==> src/rtl/mul32_arbiter_pkg.sv <==
// Shared definitions for the two-requester mul32 arbiter.
// Covers the FSM state encoding, the mode encoding and the operand width.
package mul32_arbiter_pkg;

   localparam int unsigned OPW = 32;

   localparam logic MODE_SIGNED   = 1'b1;
   localparam logic MODE_UNSIGNED = 1'b0;

   typedef enum logic [1:0] {
      ST_IDLE = 2'd0,
      ST_BUSY = 2'd1,
      ST_DONE = 2'd2
   } state_e;

endpackage

==> src/rtl/mul32_arbiter_if.sv <==
// One requester's operand and response handshake.
// The requester side uses the master modport; the arbiter side uses the slave modport.
interface mul32_arbiter_if;
   import mul32_arbiter_pkg::*;

   logic           valid;
   logic           ready;
   logic [OPW-1:0] a;
   logic [OPW-1:0] b;
   logic           mode;
   logic           rsp_valid;
   logic           rsp_ready;
   logic [OPW-1:0] lo;
   logic [OPW-1:0] hi;

   modport master (
      output valid, a, b, mode, rsp_ready,
      input  ready, rsp_valid, lo, hi
   );

   modport slave (
      input  valid, a, b, mode, rsp_ready,
      output ready, rsp_valid, lo, hi
   );

endinterface

==> src/rtl/mul32.sv <==
// Combinational 32x32->64 multiplier; mode selects signed or unsigned operands.
// T is the propagation-delay figure carried for the timing flow; it does not alter the function.
module mul32
   import mul32_arbiter_pkg::*;
#(
   parameter real T = 0.150
) (
   input  logic [OPW-1:0] a,
   input  logic [OPW-1:0] b,
   input  logic           mode,
   output logic [OPW-1:0] hi,
   output logic [OPW-1:0] lo
);

   logic              sx_s;
   logic [2*OPW-1:0]  a_ext_s;
   logic [2*OPW-1:0]  b_ext_s;
   logic [2*OPW-1:0]  prod_s;

   if (T < 0.0) begin : g_t_check
      $error("mul32: T must not be negative");
   end

   // Extending to 64 bits and keeping the low 64 product bits yields the two's-complement result
   assign sx_s    = (mode == MODE_SIGNED);
   assign a_ext_s = {{OPW{sx_s & a[OPW-1]}}, a};
   assign b_ext_s = {{OPW{sx_s & b[OPW-1]}}, b};
   assign prod_s  = a_ext_s * b_ext_s;
   assign hi      = prod_s[2*OPW-1:OPW];
   assign lo      = prod_s[OPW-1:0];

endmodule

==> src/rtl/mul32_arbiter_rr_arb2.sv <==
// Two-way round-robin arbiter: the pointer breaks ties and moves past the winner on advance.
module rr_arb2 (
   input  logic       clk,
   input  logic       rst_n,
   input  logic [1:0] req,
   input  logic       advance,
   output logic [1:0] grant
);

   logic ptr_q;
   logic ptr_d;

   // One-hot grant; ptr_q = 0 favours requester 0 when both request
   always_comb begin
      grant = 2'b00;
      case (req)
         2'b01:   grant = 2'b01;
         2'b10:   grant = 2'b10;
         2'b11:   grant = ptr_q ? 2'b10 : 2'b01;
         default: grant = 2'b00;
      endcase
   end

   // After a grant the pointer turns to the requester that lost
   always_comb begin
      if (advance) begin
         ptr_d = grant[0];
      end else begin
         ptr_d = ptr_q;
      end
   end

   // Pointer register
   always_ff @(posedge clk or negedge rst_n) begin
      if (!rst_n) begin
         ptr_q <= 1'b0;
      end else begin
         ptr_q <= ptr_d;
      end
   end

endmodule

==> src/rtl/mul32_arbiter.sv <==
// Shares one combinational mul32 between two requesters: accept, hold operands
// for WAIT_CYCLES clocks, capture the product and return it to the owner.
module mul32_arbiter
   import mul32_arbiter_pkg::*;
#(
   parameter int unsigned WAIT_CYCLES = 2,
   parameter real         MUL_T       = 0.150
) (
   input  logic           clk,
   input  logic           rst_n,
   mul32_arbiter_if.slave r0,
   mul32_arbiter_if.slave r1,
   output logic           busy
);

   localparam int unsigned CW = $clog2(WAIT_CYCLES + 1);
   localparam logic [CW-1:0] CNT_LOAD = CW'(WAIT_CYCLES - 32'd1);

   if (WAIT_CYCLES < 32'd1) begin : g_wait_check
      $error("mul32_arbiter: WAIT_CYCLES must be at least 1");
   end

   state_e                    state_q;
   logic [CW-1:0]             cnt_q;
   logic [OPW-1:0]            a_q;
   logic [OPW-1:0]            b_q;
   logic                      mode_q;
   logic                      owner_q;
   logic                      busy_q;
   logic [1:0]                rsp_valid_q;
   logic [1:0][2*OPW-1:0]     res_q;

   logic [1:0]                req_s;
   logic [1:0]                grant_s;
   logic [1:0]                rsp_ready_s;
   logic                      idle_s;
   logic                      accept_s;
   logic [OPW-1:0]            mul_hi_s;
   logic [OPW-1:0]            mul_lo_s;

   assign req_s       = {r1.valid, r0.valid};
   assign rsp_ready_s = {r1.rsp_ready, r0.rsp_ready};
   assign idle_s      = (state_q == ST_IDLE);
   assign accept_s    = idle_s && ((req_s & grant_s) != 2'b00);

   rr_arb2 u_arb (
      .clk     (clk),
      .rst_n   (rst_n),
      .req     (req_s),
      .advance (accept_s),
      .grant   (grant_s)
   );

   mul32 #(.T(MUL_T)) u_mul (
      .a    (a_q),
      .b    (b_q),
      .mode (mode_q),
      .hi   (mul_hi_s),
      .lo   (mul_lo_s)
   );

   // Operation sequencer: operand capture, settle countdown, product capture, response handshake
   always_ff @(posedge clk or negedge rst_n) begin
      if (!rst_n) begin
         state_q     <= ST_IDLE;
         cnt_q       <= CW'(0);
         a_q         <= {OPW{1'b0}};
         b_q         <= {OPW{1'b0}};
         mode_q      <= 1'b0;
         owner_q     <= 1'b0;
         busy_q      <= 1'b0;
         rsp_valid_q <= 2'b00;
         res_q       <= {(4*OPW){1'b0}};
      end else begin
         case (state_q)
            ST_IDLE: begin
               if (accept_s) begin
                  a_q     <= grant_s[1] ? r1.a : r0.a;
                  b_q     <= grant_s[1] ? r1.b : r0.b;
                  mode_q  <= grant_s[1] ? r1.mode : r0.mode;
                  owner_q <= grant_s[1];
                  cnt_q   <= CNT_LOAD;
                  busy_q  <= 1'b1;
                  state_q <= ST_BUSY;
               end else begin
                  state_q <= ST_IDLE;
               end
            end
            ST_BUSY: begin
               // Operands have been stable for WAIT_CYCLES clocks once the count hits zero
               if (cnt_q == CW'(0)) begin
                  res_q[owner_q]       <= {mul_hi_s, mul_lo_s};
                  rsp_valid_q[owner_q] <= 1'b1;
                  state_q              <= ST_DONE;
               end else begin
                  cnt_q <= cnt_q - CW'(1);
               end
            end
            ST_DONE: begin
               if (rsp_ready_s[owner_q]) begin
                  rsp_valid_q <= 2'b00;
                  busy_q      <= 1'b0;
                  state_q     <= ST_IDLE;
               end else begin
                  state_q <= ST_DONE;
               end
            end
            default: begin
               rsp_valid_q <= 2'b00;
               busy_q      <= 1'b0;
               state_q     <= ST_IDLE;
            end
         endcase
      end
   end

   assign r0.ready     = idle_s && grant_s[0];
   assign r1.ready     = idle_s && grant_s[1];
   assign r0.rsp_valid = rsp_valid_q[0];
   assign r1.rsp_valid = rsp_valid_q[1];
   assign r0.lo        = res_q[0][OPW-1:0];
   assign r0.hi        = res_q[0][2*OPW-1:OPW];
   assign r1.lo        = res_q[1][OPW-1:0];
   assign r1.hi        = res_q[1][2*OPW-1:OPW];
   assign busy         = busy_q;

endmodule

==> src/flat_wrapper.sv <==
// flat-port wrapper written by rule: the top's interface ports become plain ports
module mul32_arbiter_flat import mul32_arbiter_pkg::*;
#(
   parameter int unsigned WAIT_CYCLES = 2,
   parameter real         MUL_T       = 0.150
)
  (clk, rst_n, busy, r0_valid, r0_a, r0_b, r0_mode, r0_rsp_ready, r0_ready, r0_rsp_valid, r0_lo, r0_hi, r1_valid, r1_a, r1_b, r1_mode, r1_rsp_ready, r1_ready, r1_rsp_valid, r1_lo, r1_hi);
  mul32_arbiter_if r0_i ();
  mul32_arbiter_if r1_i ();
  input  logic clk;
  input  logic rst_n;
  output logic busy;
  input wire logic [$bits(r0_i.valid)-1:0] r0_valid;
  input wire logic [$bits(r0_i.a)-1:0] r0_a;
  input wire logic [$bits(r0_i.b)-1:0] r0_b;
  input wire logic [$bits(r0_i.mode)-1:0] r0_mode;
  input wire logic [$bits(r0_i.rsp_ready)-1:0] r0_rsp_ready;
  output wire logic [$bits(r0_i.ready)-1:0] r0_ready;
  output wire logic [$bits(r0_i.rsp_valid)-1:0] r0_rsp_valid;
  output wire logic [$bits(r0_i.lo)-1:0] r0_lo;
  output wire logic [$bits(r0_i.hi)-1:0] r0_hi;
  input wire logic [$bits(r1_i.valid)-1:0] r1_valid;
  input wire logic [$bits(r1_i.a)-1:0] r1_a;
  input wire logic [$bits(r1_i.b)-1:0] r1_b;
  input wire logic [$bits(r1_i.mode)-1:0] r1_mode;
  input wire logic [$bits(r1_i.rsp_ready)-1:0] r1_rsp_ready;
  output wire logic [$bits(r1_i.ready)-1:0] r1_ready;
  output wire logic [$bits(r1_i.rsp_valid)-1:0] r1_rsp_valid;
  output wire logic [$bits(r1_i.lo)-1:0] r1_lo;
  output wire logic [$bits(r1_i.hi)-1:0] r1_hi;
  assign r0_i.valid = r0_valid;
  assign r0_i.a = r0_a;
  assign r0_i.b = r0_b;
  assign r0_i.mode = r0_mode;
  assign r0_i.rsp_ready = r0_rsp_ready;
  assign r0_ready = r0_i.ready;
  assign r0_rsp_valid = r0_i.rsp_valid;
  assign r0_lo = r0_i.lo;
  assign r0_hi = r0_i.hi;
  assign r1_i.valid = r1_valid;
  assign r1_i.a = r1_a;
  assign r1_i.b = r1_b;
  assign r1_i.mode = r1_mode;
  assign r1_i.rsp_ready = r1_rsp_ready;
  assign r1_ready = r1_i.ready;
  assign r1_rsp_valid = r1_i.rsp_valid;
  assign r1_lo = r1_i.lo;
  assign r1_hi = r1_i.hi;
  mul32_arbiter #(.WAIT_CYCLES(WAIT_CYCLES), .MUL_T(MUL_T)) u_core (.clk(clk), .rst_n(rst_n), .r0(r0_i), .r1(r1_i), .busy(busy));
endmodule
==> config.mk <==
export PLATFORM = sky130hd
export DESIGN_NAME = mul32_arbiter_flat
export DESIGN_NICKNAME = d
export VERILOG_FILES = /design/src/rtl/mul32_arbiter_pkg.sv /design/src/rtl/mul32_arbiter_if.sv /design/src/rtl/mul32.sv /design/src/rtl/mul32_arbiter_rr_arb2.sv /design/src/rtl/mul32_arbiter.sv /design/src/flat_wrapper.sv
export SDC_FILE = /design/constraint.sdc
export NUM_CORES = 2
export LEC_CHECK = 0
export CAP_MARGIN = 20
export CORE_ASPECT_RATIO = 0.6
export CORE_MARGIN = 2
export CORE_UTILIZATION = 60
export CTS_CLUSTER_SIZE = 8
export DETAILED_ROUTE_END_ITERATION = 12
export DONT_BUFFER_PORTS = 1
export GPL_ROUTABILITY_DRIVEN = 0
export PLACE_DENSITY = 0.82
export SYNTH_ARGS = -nofsm -noshare
export SYNTH_HDL_FRONTEND = slang
export SYNTH_SLANG_ARGS = --single-unit
==> constraint.sdc <==
create_clock -name clk -period 9.35 [get_ports clk]
set_input_delay 0.935 -clock clk [delete_from_list [all_inputs] [get_ports clk]]
set_output_delay 0.935 -clock clk [all_outputs]
set_load 0.02 [all_outputs]
# After elaboration in Yosys (flattened, before gate mapping)
# Index checks and enable logic that the tools add are counted.
[classes]
reduce_logical = 13
n_div = 0
shifts = 0
n_mux = 25
n_eq_ne = 9
magnitude_cmp = 2
n_addsub = 1
n_mul = 1
n_bitwise = 6
[ops]
columns = ["cell", "count"]
rows = [
  ["128-bit bitwise mux", 1],
  ["64-bit demux with 1-bit select", 1],
  ["33-bit by 33-bit multiplier with 64-bit output", 1],
  ["32-bit 2-to-1 mux", 2],
  ["64-bit 2-to-1 mux", 1],
  ["2-bit case mux with 3 select lines", 3],
  ["2-bit 2-to-1 mux", 7],
  ["3-bit AND reduction", 3],
  ["1-bit 2-to-1 mux", 7],
  ["2-bit equality test, second input constant", 3],
  ["2-bit by 1-bit equality test with 1-bit output, second input constant", 2],
  ["1-bit logical AND", 4],
  ["2-bit zero test", 2],
  ["2-bit by 1-bit inequality test with 1-bit output, second input constant", 2],
  ["2-bit inequality test, second input constant", 2],
  ["2-bit case mux with 2 select lines", 1],
  ["2-bit AND reduction", 2],
  ["2-bit nonzero test", 2],
  ["1-bit case mux with 3 select lines", 1],
  ["1-bit AND", 2],
  ["2-bit AND", 1],
  ["1-bit by 2-bit less-than comparator with 1-bit output, second input constant", 1],
  ["1-bit inverter", 2],
  ["2-bit OR", 1],
  ["3 further kinds", 3],
]
[totals]
latchBits = 0
mem_bits_rw = 0
rom_bits = 0
output_inout_bits = 133
register_bits = 202
memories = 0

# Logic depth before layout (Yosys ltp)
[logic_depth]
depth_word = 7
depth_mapped = 29
mapped_depth_nobuf = 27

# Cells and area by module
# A second synthesis with hierarchy kept.
[unflattened]
cells_unflattened = 4694
hier_area_um2 = 46485.8
[by_module_without_submodules]
columns = ["module", "n_inst", "area_each_um2", "seq_area_each_um2", "cells_per_inst"]
rows = [
  ["mul32", 1, 37933.9, 0.0, 4175],
  ["mul32_arbiter", 1, 8489.4, 5029.8, 514],
  ["rr_arb2", 1, 62.6, 25.0, 5],
]

# Worst setup path before layout
# No wires, ideal clock.
[synth_path]
path_kind = "reg2reg"
startpoint = "register u_core.a_q[31]"
endpoint = "register u_core.res_q (netlist bit u_core.r1.hi[31])"
setup_ns = 0.095
arrival_time_ns = 7.999
slack_ns = 1.256
stages_incl_launch_ff = 26
cell_sequence = "dfrtp_1 > and2_1 > clkbuf_1 > nand2_1 > inv_1 > fa_1 > fa_1 > fa_1 > inv_1 > fa_1 > fa_1 > inv_1 > fa_1 > inv_1 > fa_1 > fa_1 > inv_1 > ha_1 > and3_1 > a221oi_1 > o21ai_0 > or3b_2 > o21ai_1 > a31oi_1 > o31a_1 > o31ai_1"
[synth_via]
elab_chain_len = 3
[synth_rtl]
columns = ["item", "line_no", "source"]
rows = [
  ["from (decl)", "mul32_arbiter.sv:25", "logic [OPW-1:0] a_q;"],
  ["from (signal assigned)", "mul32_arbiter.sv:67", "a_q <= {OPW{1'b0}};"],
  ["from (signal assigned)", "mul32_arbiter.sv:78", "a_q <= grant_s[1] ? r1.a : r0.a;"],
  ["1-bit AND", "mul32.sv:26", "assign a_ext_s = {{OPW{sx_s & a[OPW-1]}}, a};"],
  ["33-bit by 33-bit multiplier with 64-bit output *", "mul32.sv:28", "assign prod_s = a_ext_s * b_ext_s;"],
  ["128-bit bitwise mux *", "mul32_arbiter.sv:92", "res_q[owner_q] <= {mul_hi_s, mul_lo_s};"],
  ["to (signal assigned)", "mul32_arbiter.sv:73", "res_q <= {(4*OPW){1'b0}};"],
  ["to (signal, indexed assignment)", "mul32_arbiter.sv:92", ""],
  ["to (decl)", "mul32_arbiter.sv:31", "logic [1:0][2*OPW-1:0] res_q;"],
]
# Every way passes the cells marked *; elsewhere a longest branch is shown, timed or not.
# A chain may end at the register's enable or synchronous reset.

# Final worst setup path
[layout_path]
startpoint = "register u_core.b_q[10]"
endpoint = "register u_core.res_q (netlist bit u_core.r1.hi[31])"
[layout_via]
elab_chain_len = 2
[layout_rtl]
columns = ["item", "line_no", "source"]
rows = [
  ["from (decl)", "mul32_arbiter.sv:26", "logic [OPW-1:0] b_q;"],
  ["from (signal assigned)", "mul32_arbiter.sv:68", "b_q <= {OPW{1'b0}};"],
  ["from (signal assigned)", "mul32_arbiter.sv:79", "b_q <= grant_s[1] ? r1.b : r0.b;"],
  ["33-bit by 33-bit multiplier with 64-bit output", "mul32.sv:28", ""],
  ["128-bit bitwise mux", "mul32_arbiter.sv:92", ""],
]
# Every way passes these cells.

==> results.sh <==
export IMPL_hold_viol=0
export IMPL_ant_nets=0
export IMPL_layout_common_cells="fa_1 (1125), inv_1 (1122), nand2_1 (949)"
export IMPL_cts_root_buf="clkbuf_16"
export IMPL_h_tree_depth=1
export IMPL_yosysSeqAreaShare_pct=11.0
export IMPL_cap_violations=0
export IMPL_worstSetupPathType="flop to flop"
export IMPL_portBuffers=0
export IMPL_cp_end_kind="flop"
export IMPL_nFillCells=5842
export IMPL_layout_drive_gt1_share_pct=3.67
export IMPL_die_h_um=219
export IMPL_top_level_ports=269
export IMPL_fmax_ghz=0.110
export IMPL_cts_inserted_buffers=30
export IMPL_clkTransAtPathRegs_ps=60
export IMPL_antenna_found_initial=4
export IMPL_area_growth_pct=4.54
export IMPL_ys_ff_latch=202
export IMPL_setup_violations_final=0
export IMPL_post_cts_buffers=0
export IMPL_wirelength_um=126000
export IMPL_finalClockSkew_ps=41.0
export IMPL_finalNetCount=6316
export IMPL_startpoint_type="flop"
export IMPL_ys_warn_count=0
export IMPL_routed_via_count=34341
export IMPL_num_rows=78
export IMPL_synth_top_area_cell="fa_1"
export IMPL_rsz0062_at_grt="false"
export IMPL_synth_cell_types=62
export IMPL_vias_per_cell=5.87
export IMPL_synth_edf_count=0
export IMPL_grt_first_pass_wirelength_um=204000
export IMPL_fin_crit_ps=9120
export IMPL_synthesis_instances=4977
export IMPL_layout_commonest_cell="fa_1"
export IMPL_drv_slew=0
export IMPL_insertion_delay_ps=630
export IMPL_yosys_most_used_dff="dfrtp_1"
export IMPL_clock_sinks=202
export IMPL_grt_max_degree=203
export IMPL_async_reset_ff_share_pct=100
export IMPL_die_area_um2=79000
export IMPL_start_util_pct=60.8
export IMPL_critical_path_arrival_ps=9600
export IMPL_die_w_um=362
export IMPL_fin_tns_setup_ps=0
export IMPL_grt_use_total_pct=33.4
export IMPL_cts_tree="built"
export IMPL_core_area_um2=75700
export IMPL_synth_nets=6451
export IMPL_cts_buffer_depth=3
export IMPL_required_ps=9830
export IMPL_grt_ovfl_total=0
export IMPL_hp_class="primary input to async pin"
export IMPL_grt_pass1_vias=37040
export IMPL_dr_pass1_iters=6
export IMPL_ys_top_cells_by_area="fa_1 (49%), dfrtp_1 (11%), inv_1 (9.2%)"
export IMPL_rr_worst_depth=22
export IMPL_r2r_slack_ps=230
export IMPL_worstMarginPinSlew_ps=1180
export IMPL_fin_crit_sh_pct=97.6
export IMPL_postSynthAreaPerCell_um2=9.24
export IMPL_avgRoutedWirePerCell_um=21.6
export IMPL_drc=0
export IMPL_synth_area_um2=46000
export IMPL_place_hpwl_um=104000
export IMPL_status="finished, final reports clean"
export IMPL_yosys_area_top_type_share_pct=48.9
export IMPL_drt_initial_drc_count=3578
export IMPL_crit_fanout=18
export IMPL_slew_headroom_pct=21.5
-- sequential cells by signal (all words and copies together), names as in the netlist --
name                count
u_core.mode_q           1
u_core.state_q          2
u_core.cnt_q            2
u_core.b_q             32
u_core.r1.lo           32
u_core.r1.hi           32
u_core.u_arb.ptr_q      1
u_core.busy             1
u_core.r0.hi           32
u_core.rsp_valid_q      2
u_core.a_q             32
u_core.owner_q          1
u_core.r0.lo           32
-- through the flow --
| step | setup WS (ps) | cells | area (um^2) | util (%) | hold slack [ps] |
|---|---|---|---|---|---|
| after global placement | 552 | 5804 | 47100 | 62.2 | 459 |
| final | 228 | 5846 | 48100 | 63.5 | 33.6 |
| after floorplan | 1260 | 4977 | 46000 | - | 440 |
| after global routing | 45.2 | 5846 | 48100 | 63.5 | 21.9 |
| after CTS | 159 | 5839 | 48000 | 63.3 | 7.87 |
| after detailed placement | 203 | 5804 | 47100 | 62.2 | 462 |
-- what timing repair did --
item,CTS,global route
hold buffers,0,1
setup endpoints to repair,0,9
hold endpoints to repair,0,6
resized for setup,0,6
-- worst max-delay path: stages, from the launching register on --
cell     delay, ps
dfrtp_1        710
buf_4          350
and3_1         200
fa_1           710
inv_1          120
fa_1           720
buf_4          220
inv_1           60
fa_1           500
inv_1          410
fa_1           530
fa_1           570
fa_1           450
fa_1           460
fa_1           490
inv_1           60
ha_1           390
nand3_1        340
or3b_2         500
o21ai_2        350
a31oi_1        200
nor4_1         500
o31ai_1        150
-- cell families (layout without fill, tap and decap cells) --
logic type                 Yosys count  in the layout  synth area share [%]
and+or+nand+nor                   1487           1487                  14.7
buffers and inverters             1406           1274                  11.5
adders and majority gates         1338           1338                  54.7
AOI/OAI and AO/OA                  405            405                  5.25
DFF                                202            202                  11.0
xor gates and xnor gates            72             72                  1.37
muxes                               67             67                  1.46
other                                0              1                     0
-- area by class of cell --
class | count | area (um^2) | area share (%)
multi-input cells | 3369 | 35700 | 74.3
flip-flops and latches | 202 | 5060 | 10.5
inverters | 1122 | 4210 | 8.76
well taps | 1000 | 1250 | 2.60
repair buffers | 117 | 1000 | 2.08
clock buffers | 31 | 764 | 1.59
clock inverters | 4 | 72.6 | 0.151
diodes | 1 | 2.50 | 0.00520
-- worst paths after layout --
path	start	end
min	rst_n	u_core.b_q[14]
max reg2reg	u_core.b_q[10]	u_core.r1.hi[31]
min in group clk	u_core.cnt_q[0]	u_core.cnt_q[0]
max in group asynchronous	rst_n	u_core.r1.lo[30]
max	u_core.b_q[10]	u_core.r1.hi[31]
min reg2reg	u_core.cnt_q[0]	u_core.cnt_q[0]
-- layer usage --
layer | vias up | wire, um | GRT usage (%)
met5 | - | 53 | 0
met4 | 6 | 5600 | 12.6
met3 | 363 | 16900 | 9.95
met2 | 2212 | 56300 | 50.5
met1 | 17530 | 47400 | 46.0
li1 | 14230 | - | -
-- cells in the mapped netlist (4+ instances only) --
library cell	instances
or4_1	5
a21oi_1	66
o211ai_1	6
nor2_1	67
fa_1	1125
a21o_1	43
nor3_1	9
nand3_1	22
clkbuf_1	276
nand2_1	949
xnor2_1	46
inv_1	1122
and3_1	26
mux2i_1	66
a31oi_1	11
dfrtp_1	202
xor2_1	26
o21a_1	6
a211oi_1	8
and2_1	356
o31ai_1	10
nor4b_1	5
nand4_1	15
a221oi_1	4
o21bai_1	14
o21ai_0	203
buf_1	7
ha_1	213
nor2b_1	6
or2_2	6
Power is left out: the tool's default activity adds up to more than one toggle a clock period on the data nets, which glitch-free logic cannot reach.
